<file path="config.mk">
export PLATFORM = sky130hd
export DESIGN_NAME = color_frame_assembler
export DESIGN_NICKNAME = d
export VERILOG_FILES = /design/src/rtl/color_pkg.sv /design/src/rtl/color_frame_assembler.sv
export SDC_FILE = /design/constraint.sdc
export NUM_CORES = 1
export LEC_CHECK = 0
export BUFFER_PORTS_ARGS = -buffer_cell sky130_fd_sc_hd__clkbuf_2
export CORE_ASPECT_RATIO = 1.1
export CORE_MARGIN = 5
export CORE_UTILIZATION = 30
export CTS_CLUSTER_DIAMETER = 150
export DETAILED_ROUTE_END_ITERATION = 6
export PLACE_DENSITY = 0.54
export REMOVE_ABC_BUFFERS = 1
export SKIP_CTS_REPAIR_TIMING = 1
export SLEW_MARGIN = 20
export SYNTH_ARGS = -nofsm -noshare
export SYNTH_HDL_FRONTEND = slang
export SYNTH_SLANG_ARGS = --single-unit
</file>
<file path="constraint.sdc">
create_clock -name clk -period 3.15 [get_ports clk]
set_clock_uncertainty 0.05 [all_clocks]
set_input_delay 0.7875 -clock clk [delete_from_list [all_inputs] [get_ports clk]]
set_output_delay 0.7875 -clock clk [all_outputs]
set_load 0.01 [all_outputs]
</file>
<file path="src/rtl/color_pkg.sv">
// color_pkg -- shared constants and FSM state type for the colour frame
// assembler.
//   N_SAMPLES : default number of 16-bit channel samples per frame
//   SAMPLE_W  : width of one colour channel sample
//   FRAME_W   : width of a complete presented frame
//   state_t   : assembler FSM states
package color_pkg;

  localparam int N_SAMPLES = 9;
  localparam int SAMPLE_W  = 16;
  localparam int FRAME_W   = N_SAMPLES * SAMPLE_W;

  // COLLECT: taking samples into the working buffer.
  // PEND   : working frame complete, waiting for the presented frame to free up.
  typedef enum logic [0:0] {
    COLLECT = 1'b0,
    PEND    = 1'b1
  } state_t;

endpackage

</file>
<file path="src/rtl/color_frame_assembler.sv">
// color_frame_assembler -- gathers N_SAMPLES 16-bit colour channel samples
// into a frame and hands complete frames to an SPI shifter with a
// done/frame_ack handshake. Sample index 0 lands in the frame MSBs.
// Ports:
//   clk, reset     : clock, synchronous active-high reset
//   sample_valid   : upstream sample present
//   sample_ready   : block accepts a sample this cycle (COLLECT state)
//   sample_data    : one colour channel reading
//   sample_sof     : marks sample_data as index 0 of a frame
//   frame_ack      : one-cycle pulse, SPI side consumed the presented frame
//   color          : presented frame (frozen while done=1)
//   done           : color valid and frozen
//   sof_err        : one-cycle pulse when a sof resynchronises a partial frame
module color_frame_assembler #(
  parameter int N_SAMPLES = color_pkg::N_SAMPLES
) (
  input  logic                                     clk,
  input  logic                                     reset,
  input  logic                                     sample_valid,
  output logic                                     sample_ready,
  input  logic [color_pkg::SAMPLE_W-1:0]           sample_data,
  input  logic                                     sample_sof,
  input  logic                                     frame_ack,
  output logic [N_SAMPLES*color_pkg::SAMPLE_W-1:0] color,
  output logic                                     done,
  output logic                                     sof_err
);

  localparam int SW = color_pkg::SAMPLE_W;
  localparam int FW = N_SAMPLES * SW;
  localparam int CW = (N_SAMPLES > 1) ? $clog2(N_SAMPLES) : 1;
  localparam logic [CW-1:0] LAST_IDX = CW'(N_SAMPLES - 1);

  color_pkg::state_t state;
  logic [CW-1:0]     count;
  logic              sof_seen;
  logic [FW-1:0]     work;
  logic [FW-1:0]     work_next;
  logic [CW-1:0]     wr_idx;
  logic              accept;
  logic              take;
  logic              last;

  // Ready is purely a function of the FSM state.
  always_comb begin
    sample_ready = (state == color_pkg::COLLECT);
  end

  // Decode the accept, the slot it writes, and whether it completes a frame.
  // Samples before the first sof after reset are accepted but dropped.
  always_comb begin
    accept = sample_valid && sample_ready;
    take   = accept && (sample_sof || sof_seen);
    wr_idx = sample_sof ? {CW{1'b0}} : count;
    last   = take && (wr_idx == LAST_IDX);
    work_next = work;
    for (int i = 0; i < N_SAMPLES; i++) begin
      work_next[FW-1-SW*i -: SW] = (wr_idx == CW'(i)) ? sample_data
                                                       : work[FW-1-SW*i -: SW];
    end
  end

  // Working buffer, index counter, presentation handshake and FSM.
  always_ff @(posedge clk) begin
    if (reset) begin
      state    <= color_pkg::COLLECT;
      count    <= {CW{1'b0}};
      sof_seen <= 1'b0;
      work     <= {FW{1'b0}};
      color    <= {FW{1'b0}};
      done     <= 1'b0;
      sof_err  <= 1'b0;
    end else begin
      sof_err <= 1'b0;
      if (take) begin
        work  <= work_next;
        count <= last ? {CW{1'b0}} : (wr_idx + CW'(1));
      end
      if (accept && sample_sof) begin
        sof_seen <= 1'b1;
        sof_err  <= (count != {CW{1'b0}});
      end
      case (state)
        color_pkg::COLLECT: begin
          if (frame_ack && done) begin
            done <= 1'b0;
          end
          // Decisions use done as registered before this edge; a frame
          // completing alongside an ack still goes through PEND.
          if (last) begin
            if (!done) begin
              color <= work_next;
              done  <= 1'b1;
            end else begin
              state <= color_pkg::PEND;
            end
          end
        end
        color_pkg::PEND: begin
          if (!done) begin
            color <= work;
            done  <= 1'b1;
            state <= color_pkg::COLLECT;
          end else if (frame_ack) begin
            done <= 1'b0;
          end
        end
        default: begin
          state <= color_pkg::COLLECT;
        end
      endcase
    end
  end

endmodule

</file>
==> summary.md <==
| Metric | Value |
|---|---|
| Fin crit share | `about 80%` |
| Critical path data required time | `about 3500 ps` |
| Fin. Hold Viols | `0` |
| WHS | `~410 ps` |
| Root Buffer | `clkbuf_16` |
| Port bufs | `167` |
| Most frequent cells in the layout | `296 x dfxtp_1, 276 x nor2_1, 166 x clkbuf_2` |
| Worst skew pair latency | `about 560 ps` |
| Leakage | `5.70 nW` |
| HP Class | `flop to flop` |
| Area grow syn2layout | `19.0%` |
| Post-route cell area | `approximately 13000 sq um` |
| DRC violations left | `0` |
| I/O Pins | `roughly 170` |
| YS warnings | `0` |
| Post-synth cell types | `41` |
| Area of the core | `37000 sq um` |
| Effective utilization at floorplan | `a little under a third` |
| Synth Register Bits | `about 300` |
| Final setup vio count | `0` |
| CTS tree | `done` |
| Avg Cell Area, Syn | `around 9.1 sq um` |
| Crit. End Element | `flop` |
| Total CTS buffers | `31` |
| Worst VDD drop | `~430 uV` |
| Status | `finished clean` |
| Layout cells sized above 1 | `between 10% and 20%` |
| Asr flop ratio synth | `0%` |
| Clock Pin Slew Worst Setup and Hold Paths | `roughly 60 ps` |
| Max Fclk | `between 300 and 400 MHz` |
| Clock buffer depth | `3` |
| Unrepaired setup endpoints after global routing | `false` |
| Vias/cell | `approximately 4.7` |
| Initial antenna violation count | `0` |
| Synth top area share | `between 50% and 60%` |
| Setup TNS | `0 ps` |
| Crit Path Class | `flop to flop` |
| CTS sink count | `a little under 300` |
| Pwr dens | `566 nW/um^2` |
| Gate Count Post-Synth | `1235` |
| Startpoint types | `flop` |
| Synth Cell Area | `roughly 11000 sq um` |
| Routed wire length | `33000 um` |
| Full die area | `a little over 40000 sq um` |
| Slew headroom | `a little over a third` |
| Most common cell after layout, fill and taps aside | `dfxtp_1` |
| Max FO, Critical Path | `16` |
| First-pass GRT wire length | `50700 um` |
| Max H-tree Level | `1` |
| Max_cap viols | `0` |
| Area leader, netlist | `dfxtp_1` |
| Die Wd | `194 um` |
| Placed Area | `approximately 12000 sq um` |
| Slew @ Worst Pin | `978 ps` |
| Router iterations before antenna repair | `5` |
| GRT Util Overall | `between 15 and 20%` |
| Initial DRC Count | `between 400 and 500` |
| Via count | `slightly below 9k` |
| ANT cells | `0` |
| Synth area leaders | `dfxtp_1 53%, mux2i_1 13%, nor2_1 9.2%, a21oi_1 6.7%, nor3_1 5.0%` |
| DP Wirelength | `between 15000 and 20000 um` |
| Total grt overflow | `0` |
| Minimum clock period | `roughly 2500 ps` |
| Sequential share of the synthesized area | `52.8%` |
| Dominant synthesized flop cell | `dfxtp_1` |
| Nets | `approximately 1.4k` |
| Routability cong. | `0.762` |
| Post-synth EDFFs | `0` |
| Vias in the first global route | `approximately 8.6k` |
| Worst path arrival time | `2900 ps` |
| Max Slew Vio Count | `0` |
| FP Rows | `74` |
| ANT nets after route | `0` |
| Die Ht | `about 210 um` |
| Largest net degree at the start of global routing | `between 80 and 90` |
| WL per Instance | `between 15 and 20 um` |
sequential cells by signal, indices dropped and copies added, names as in the netlist:
signal / flops
count: 4
state: 1
done: 1
sof_seen: 1
sof_err: 1
color: 144
work: 144
final timing paths:
check	startpoint	end	slack, ps	depth (start not counted)
worst max-delay path	count[0]$_SDFFE_PP0N_	work[69]$_SDFFE_PP0N_	640	7
worst min register to register	work[14]$_SDFFE_PP0N_	work[14]$_SDFFE_PP0N_	410	2
worst max register to register	count[0]$_SDFFE_PP0N_	work[69]$_SDFFE_PP0N_	640	7
worst min-delay path	work[14]$_SDFFE_PP0N_	work[14]$_SDFFE_PP0N_	410	2
cell type report:
cell class / count / area (sq um)
clock buffer: 46 / 892
inverter: 2 / 7.51
clock inverter: 8 / 73.8
tap: 494 / 618
multi-input combinational: 820 / 4710
timing repair buffer: 192 / 1120
fill: 3849 / 23700
sequential: 296 / 5930
cells in the mapped netlist, types with 2 or more instances:
library cell / count
nor2b_1: 6
buf_2: 41
nand2_1: 46
nor4_1: 2
a31oi_1: 3
dfxtp_1: 296
nand2b_1: 2
nand3_1: 22
nor3_1: 113
a21oi_1: 150
clkbuf_1: 52
nand3_2: 5
buf_6: 3
nor2_1: 276
buf_4: 19
mux2i_1: 144
a211oi_1: 22
a211oi_2: 10
critical path, stage by stage (launching register included):
cell and delay [ps]:
dfxtp_1 400, nor2b_1 180, inv_1 110, ha_1 270, and2_1 170, and4_1 850
mux2i_1 300, nor2_1 60
power by group:
group	internal [W]	total [W]	switching, W
clock network	0.00203	0.00352	0.00149
logic	0.0000679	0.000264	0.000196
registers	0.00376	0.00377	0.0000111
total	0.00585	0.00755	0.00170
kinds of logic (layout without fill, tap and decap cells):
kind of cell / Yosys count / count (layout) / share of synthesized area (%)
AOI/OAI and AO/OA: 190 / 190 / 9.83
adders and majority gates: 1 / 1 / 0.112
buffers and inverters: 119 / 248 / 5.39
DFF: 296 / 296 / 52.8
muxes: 144 / 144 / 12.8
and+or+nand+nor: 485 / 485 / 19.0
per-stage QoR:
step / worst slack [ps] / util [%] / std cells / total power [W]
after floorplan: -2010 / - / 1118 / 0.00393
after global placement: 304 / 33.4 / 1804 / 0.00412
after detailed placement: 276 / 33.4 / 1804 / 0.00413
after CTS: 633 / 36.0 / 1858 / 0.00766
after global routing: 438 / 36.0 / 1858 / 0.00783
final: 638 / 36.0 / 1858 / 0.00755
layer usage:
metal / global-route usage (%) / vias up / routed length (um)
met2: 25.8 / 167 / 15500
met4: 4.32 / 0 / 734
met5: 0 / - / 0
met1: 20.6 / 4172 / 15400
li1: - / 4409 / -
met3: 2.38 / 47 / 1360
No activity file was read; power rests on OpenSTA's default activity.
